$ cat src/rtl/jesd207_burst_sched.sv
// JESD207 burst scheduler: arbitrates TX/RX requests and sequences the ENABLE/FIFO enables.
// Optional burst counters are built only when JESD207_BURST_CNT_EN is defined.
module jesd207_burst_sched #(
  parameter int LW        = 8,
  parameter int SETUP_CYC = 2,
  parameter int GUARD_CYC = 4
) (
  input  logic          fclk,
  input  logic          rstn,
  input  logic          tx_req,
  input  logic [LW-1:0] tx_len,
  input  logic          rx_req,
  input  logic [LW-1:0] rx_len,
  input  logic          rempty,
  input  logic          wfull,
  output logic          tx_nrx,
  output logic          jesd_en,
  output logic          rd_en,
  output logic          wr_en,
  output logic          tx_gnt,
  output logic          rx_gnt,
  output logic          busy,
  output logic          done,
  output logic          short,
  output logic [15:0]   tx_burst_cnt,
  output logic [15:0]   rx_burst_cnt
);

  typedef enum logic [2:0] {IDLE, SETUP, START, TRANS, STOP, GUARD} state_e;

  // SETUP spans the grant cycle plus SETUP_CYC cycles of stable tx_nrx.
  localparam logic [3:0]    SETUP_LAST = 4'(SETUP_CYC);
  localparam logic [3:0]    GUARD_LAST = 4'(GUARD_CYC - 1);
  localparam logic [LW-1:0] LEN_ONE    = LW'(1);

  state_e        state_q, state_d;
  logic [3:0]    cyc_q, cyc_d;
  logic [LW-1:0] cnt_q, cnt_d;
  logic [LW-1:0] len_q, len_d;
  logic          dir_q, dir_d;
  logic          last_dir_q, last_dir_d;
  logic          tx_nrx_q, tx_nrx_d;
  logic          short_q, short_d;

  logic          tx_elig, rx_elig, pick_tx, len_hit, flag;
  logic [LW-1:0] cnt_inc;

  assign tx_elig = tx_req & (|tx_len);
  assign rx_elig = rx_req & (|rx_len);
  // last_dir = 0 means RX went last, so TX wins a tie.
  assign pick_tx = tx_elig & (~rx_elig | ~last_dir_q);
  assign cnt_inc = cnt_q + LEN_ONE;
  assign len_hit = (cnt_inc == len_q);
  assign flag    = dir_q ? rempty : wfull;

  always_ff @(posedge fclk or negedge rstn) begin
    if (!rstn) begin
      state_q    <= IDLE;
      cyc_q      <= '0;
      cnt_q      <= '0;
      len_q      <= '0;
      dir_q      <= 1'b1;
      last_dir_q <= 1'b0;
      tx_nrx_q   <= 1'b1;
      short_q    <= 1'b0;
    end else begin
      state_q    <= state_d;
      cyc_q      <= cyc_d;
      cnt_q      <= cnt_d;
      len_q      <= len_d;
      dir_q      <= dir_d;
      last_dir_q <= last_dir_d;
      tx_nrx_q   <= tx_nrx_d;
      short_q    <= short_d;
    end
  end

  always_comb begin
    state_d    = state_q;
    cyc_d      = cyc_q;
    cnt_d      = cnt_q;
    len_d      = len_q;
    dir_d      = dir_q;
    last_dir_d = last_dir_q;
    tx_nrx_d   = tx_nrx_q;
    short_d    = short_q;
    case (state_q)
      IDLE: begin
        if (tx_elig || rx_elig) begin
          dir_d      = pick_tx;
          last_dir_d = pick_tx;
          tx_nrx_d   = pick_tx;
          len_d      = pick_tx ? tx_len : rx_len;
          cyc_d      = '0;
          state_d    = SETUP;
        end
      end
      SETUP: begin
        if (cyc_q == SETUP_LAST) state_d = START;
        else                     cyc_d   = cyc_q + 4'd1;
      end
      START: begin
        cnt_d   = '0;
        state_d = TRANS;
      end
      TRANS: begin
        cnt_d = cnt_inc;
        // A FIFO flag on the final sample is a normal end, not a short one.
        if (len_hit || flag) begin
          short_d = flag & ~len_hit;
          state_d = STOP;
        end
      end
      STOP: begin
        cyc_d   = '0;
        state_d = GUARD;
      end
      GUARD: begin
        if (cyc_q == GUARD_LAST) state_d = IDLE;
        else                     cyc_d   = cyc_q + 4'd1;
      end
      default: state_d = IDLE;
    endcase
  end

  always_comb begin
    busy    = (state_q != IDLE);
    jesd_en = (state_q == START) || (state_q == STOP);
    rd_en   = (state_q == TRANS) && dir_q;
    wr_en   = (state_q == TRANS) && !dir_q;
    tx_gnt  = (state_q == SETUP) && (cyc_q == 4'd0) && dir_q;
    rx_gnt  = (state_q == SETUP) && (cyc_q == 4'd0) && !dir_q;
    done    = (state_q == STOP);
    short   = (state_q == STOP) && short_q;
    tx_nrx  = tx_nrx_q;
  end

`ifdef JESD207_BURST_CNT_EN
  logic [15:0] tx_bcnt_q, rx_bcnt_q;

  always_ff @(posedge fclk or negedge rstn) begin
    if (!rstn) begin
      tx_bcnt_q <= '0;
      rx_bcnt_q <= '0;
    end else if (state_q == STOP) begin
      if (dir_q) tx_bcnt_q <= tx_bcnt_q + 16'd1;
      else       rx_bcnt_q <= rx_bcnt_q + 16'd1;
    end
  end

  assign tx_burst_cnt = tx_bcnt_q;
  assign rx_burst_cnt = rx_bcnt_q;
`else
  assign tx_burst_cnt = 16'd0;
  assign rx_burst_cnt = 16'd0;
`endif

endmodule

$ cat config.mk
export PLATFORM = sky130hd
export DESIGN_NAME = jesd207_burst_sched
export DESIGN_NICKNAME = d
export VERILOG_FILES = /design/src/rtl/jesd207_burst_sched.sv
export SDC_FILE = /design/constraint.sdc
export NUM_CORES = 1
export LEC_CHECK = 0
export ABC_AREA = 1
export BUFFER_PORTS_ARGS = -buffer_cell sky130_fd_sc_hd__buf_2
export CORE_MARGIN = 2
export CORE_UTILIZATION = 40
export CTS_BUF_LIST = sky130_fd_sc_hd__clkbuf_16
export DETAILED_ROUTE_END_ITERATION = 6
export PLACE_DENSITY_LB_ADDON = 0.08
export SYNTH_ARGS = -nofsm -noshare
export SYNTH_HDL_FRONTEND = slang
export SYNTH_SLANG_ARGS = --single-unit
$ cat constraint.sdc
create_clock -name fclk -period 1.8 [get_ports fclk]
set_input_delay 0.36 -clock fclk [delete_from_list [all_inputs] [get_ports fclk]]
set_output_delay 0.36 -clock fclk [all_outputs]
set_load 0.02 [all_outputs]
==> results.cfg <==
[outcome]
status = finished clean

[sta]
drv_slew = 0
fin_skew_ps = 4.88
finalHoldViolCount = 0
finalSetupViolCount = 0
fin_crit_sh = 0.937
post-route-min-period_ps = 1690
slew_headroom = 0.603
rsz0062_at_grt = no
setup_tns_ps = 0
worstMarginPinSlew_ps = 596
fmax_ghz = 0.593

[floorplan]
core_area_sq_um = 4820
die_w_microns = 75.2
initial_core_util = 0.421
die_area_sq_um = 5650
chipHeight_microns = 75.2
pin_count = 63
fp-row-count = 25

[routing]
viasPerCell = 4.40
via_count = 1794
wl_per_cell_microns = 10.0
ant_nets = 0
drc_errors = 0
initialDrtViolationCount = 69
firstDrtPassIters = 4
wirelength_microns = 4090

[logic_synthesis]
yosysTopAreaCellShare = 0.309
netlist_area_sq_um = 2030
synthCells = 302
yosys.area.top_type = dfrtp_1
synthTopCellsByArea = dfrtp_1, nand2_1, buf_4
avgSynthCellArea_sq_um = 6.71
yosysWarnings = 0
synth_cell_types = 27
synth-seq-cells = 26
ys_seq_area_frac = 0.322

[pwr]
p_sw_frac = 0.427
clkPwrFrac = 0.211
power_switching_mw = 1.33
power_density_nw_per_um2 = 1340
combPwrFrac = 0.476
worst_ir_drop_vdd_uv = 634
p_int_mw = 1.78
p_leak_nw = 1.26
seqPwrFrac = 0.314

[final_layout]
n_fill_cell = 481
num_antenna_cells = 0
mostFrequentLayoutCells = nand2_1, inv_1, conb_1, nand3_1, buf_2
mostFrequentLayoutCell = nand2_1
drive_gt1_frac = 0.208
nNetsFinal = 368
finalInstanceArea_sq_um = 2320
area_delta_synth_final_pct = 14.4

[critical_path]
rrSetupSlack_ps = 190
path_class = flop to output port
required_ps = 1440
arrival_ps = 1330
regToRegStartpoint = cnt_q[1]
r2r_cells = 11
critPathMaxFanout = 6
start_kind = flop
cp-startpoint = state_q[0]
end_kind = output port

[clock_tree]
clk_path_buf_depth = 2
worstSkewPairLatency_ps = 260
cts_buffers = 3
cts_root_buffer = clkbuf_16
clkTransAtPathRegs_ps = 70
htreeDepth = 1
cts_tree = yes
clock-sinks = 26

[global_routing]
grt_util_all_layers = 0.154
grt_pass1_vias = 1487
grt_start_max_net_pins = 27
overflow = 0
grt_pass1_wl_microns = 6670
antenna_found_initial = 0

[placed_design]
io_buffers = 30
gp_congestion = 0.808
place_hpwl_microns = 3220
dpl_cell_area_sq_um = 2180

[job]
cap_violations = 0

[hold_path]
hold_class = primary input to async pin
final timing paths:
kind,endpoint
setup / recovery,short
hold / removal,len_q[5]
setup reg to reg,state_q[0]
hold reg to reg,len_q[0]
max in group asynchronous,state_q[2]
min in group fclk,len_q[4]
worst max-delay path: stages (launching register included):
cell     delay (ps)
dfrtp_2         460
nor2_1          100
inv_1            60
nor2_1          120
inv_1            70
nor2_1           80
buf_2           160
power by group through the flow:
stage	Clock, mW	Combinational (mW)	Sequential, mW
2_1_floorplan	0	1.09	0.941
3_3_place_gp	0	1.43	0.975
3_5_place_dp	0	1.43	0.971
4_1_cts	0.671	1.45	0.961
5_1_grt	0.694	1.70	1.00
6_report	0.656	1.48	0.977
flip-flops by register name, summed over array words and instances, names as in the netlist:
signal	cells
last_dir_q	1
cyc_q	4
state_q	3
len_q	8
cnt_q	8
tx_nrx	1
short_q	1
what timing repair did:
action,4_1_cts,5_1_grt
resized for setup,1,11
pin swaps,0,1
setup buffers,0,1
endpoints found under the setup margin,2,7
hold buffers,0,0
hold endpoints to repair,0,0
final cells by class:
type	count	area, sq um	area share
Inverter	52	198	0.0852
Clock inverter	1	30.0	0.0129
Tap cell	67	83.8	0.0361
Clock buffer	3	75.1	0.0324
Sequential cell	26	654	0.282
Multi-Input combinational cell	222	1070	0.463
Timing Repair Buffer	37	205	0.0885
synthesized netlist by cell type:
master	count
xor2_1	2
o22ai_1	2
buf_2	1
a31oi_1	1
inv_2	4
nor3_1	1
nand3_1	31
nor2_2	5
o21ai_0	15
nor2_4	4
nand2_1	85
nand3_2	1
inv_1	48
ha_1	4
dfstp_2	1
o21bai_1	1
xnor2_1	1
nand3b_1	3
nor2_1	16
buf_4	32
or2_2	2
nand2_2	5
dfrtp_1	25
conb_1	1
a21oi_1	4
o21ai_1	2
nand4_1	5
kinds of logic after synthesis:
family,count (synthesis),synth area share
other,1,0.00185
adder cells (fa/ha/maj),4,0.0247
AND/OR/NAND/NOR,158,0.357
buffers and inverters,85,0.217
AO/OA/AOI/OAI,25,0.0648
flip-flops,26,0.322
XOR/XNOR,3,0.0130
per-stage QoR:
step / worst slack, ps / hold slack [ps] / std cells / total power, mW / util
after floorplan: 187 / 64.4 / 333 / 2.03 / -
after global placement: 182 / 408 / 403 / 2.41 / 0.452
after detailed placement: 171 / 406 / 403 / 2.40 / 0.452
after CTS: 9.70 / 123 / 407 / 3.08 / 0.474
after global routing: 7.33 / 153 / 408 / 3.40 / 0.482
final: 113 / 97.8 / 408 / 3.11 / 0.482
per-layer routing:
| layer | share of wire | global-route usage | vias up |
|---|---|---|---|
| li1 | - | - | 956 |
| met1 | 0.50 | 0.221 | 769 |
| met2 | 0.43 | 0.240 | 65 |
| met3 | 0.053 | 0.0174 | 4 |
| met4 | 0.013 | 0.0585 | 0 |
| met5 | 0 | 0 | - |
(Power assumes the default switching activity.)
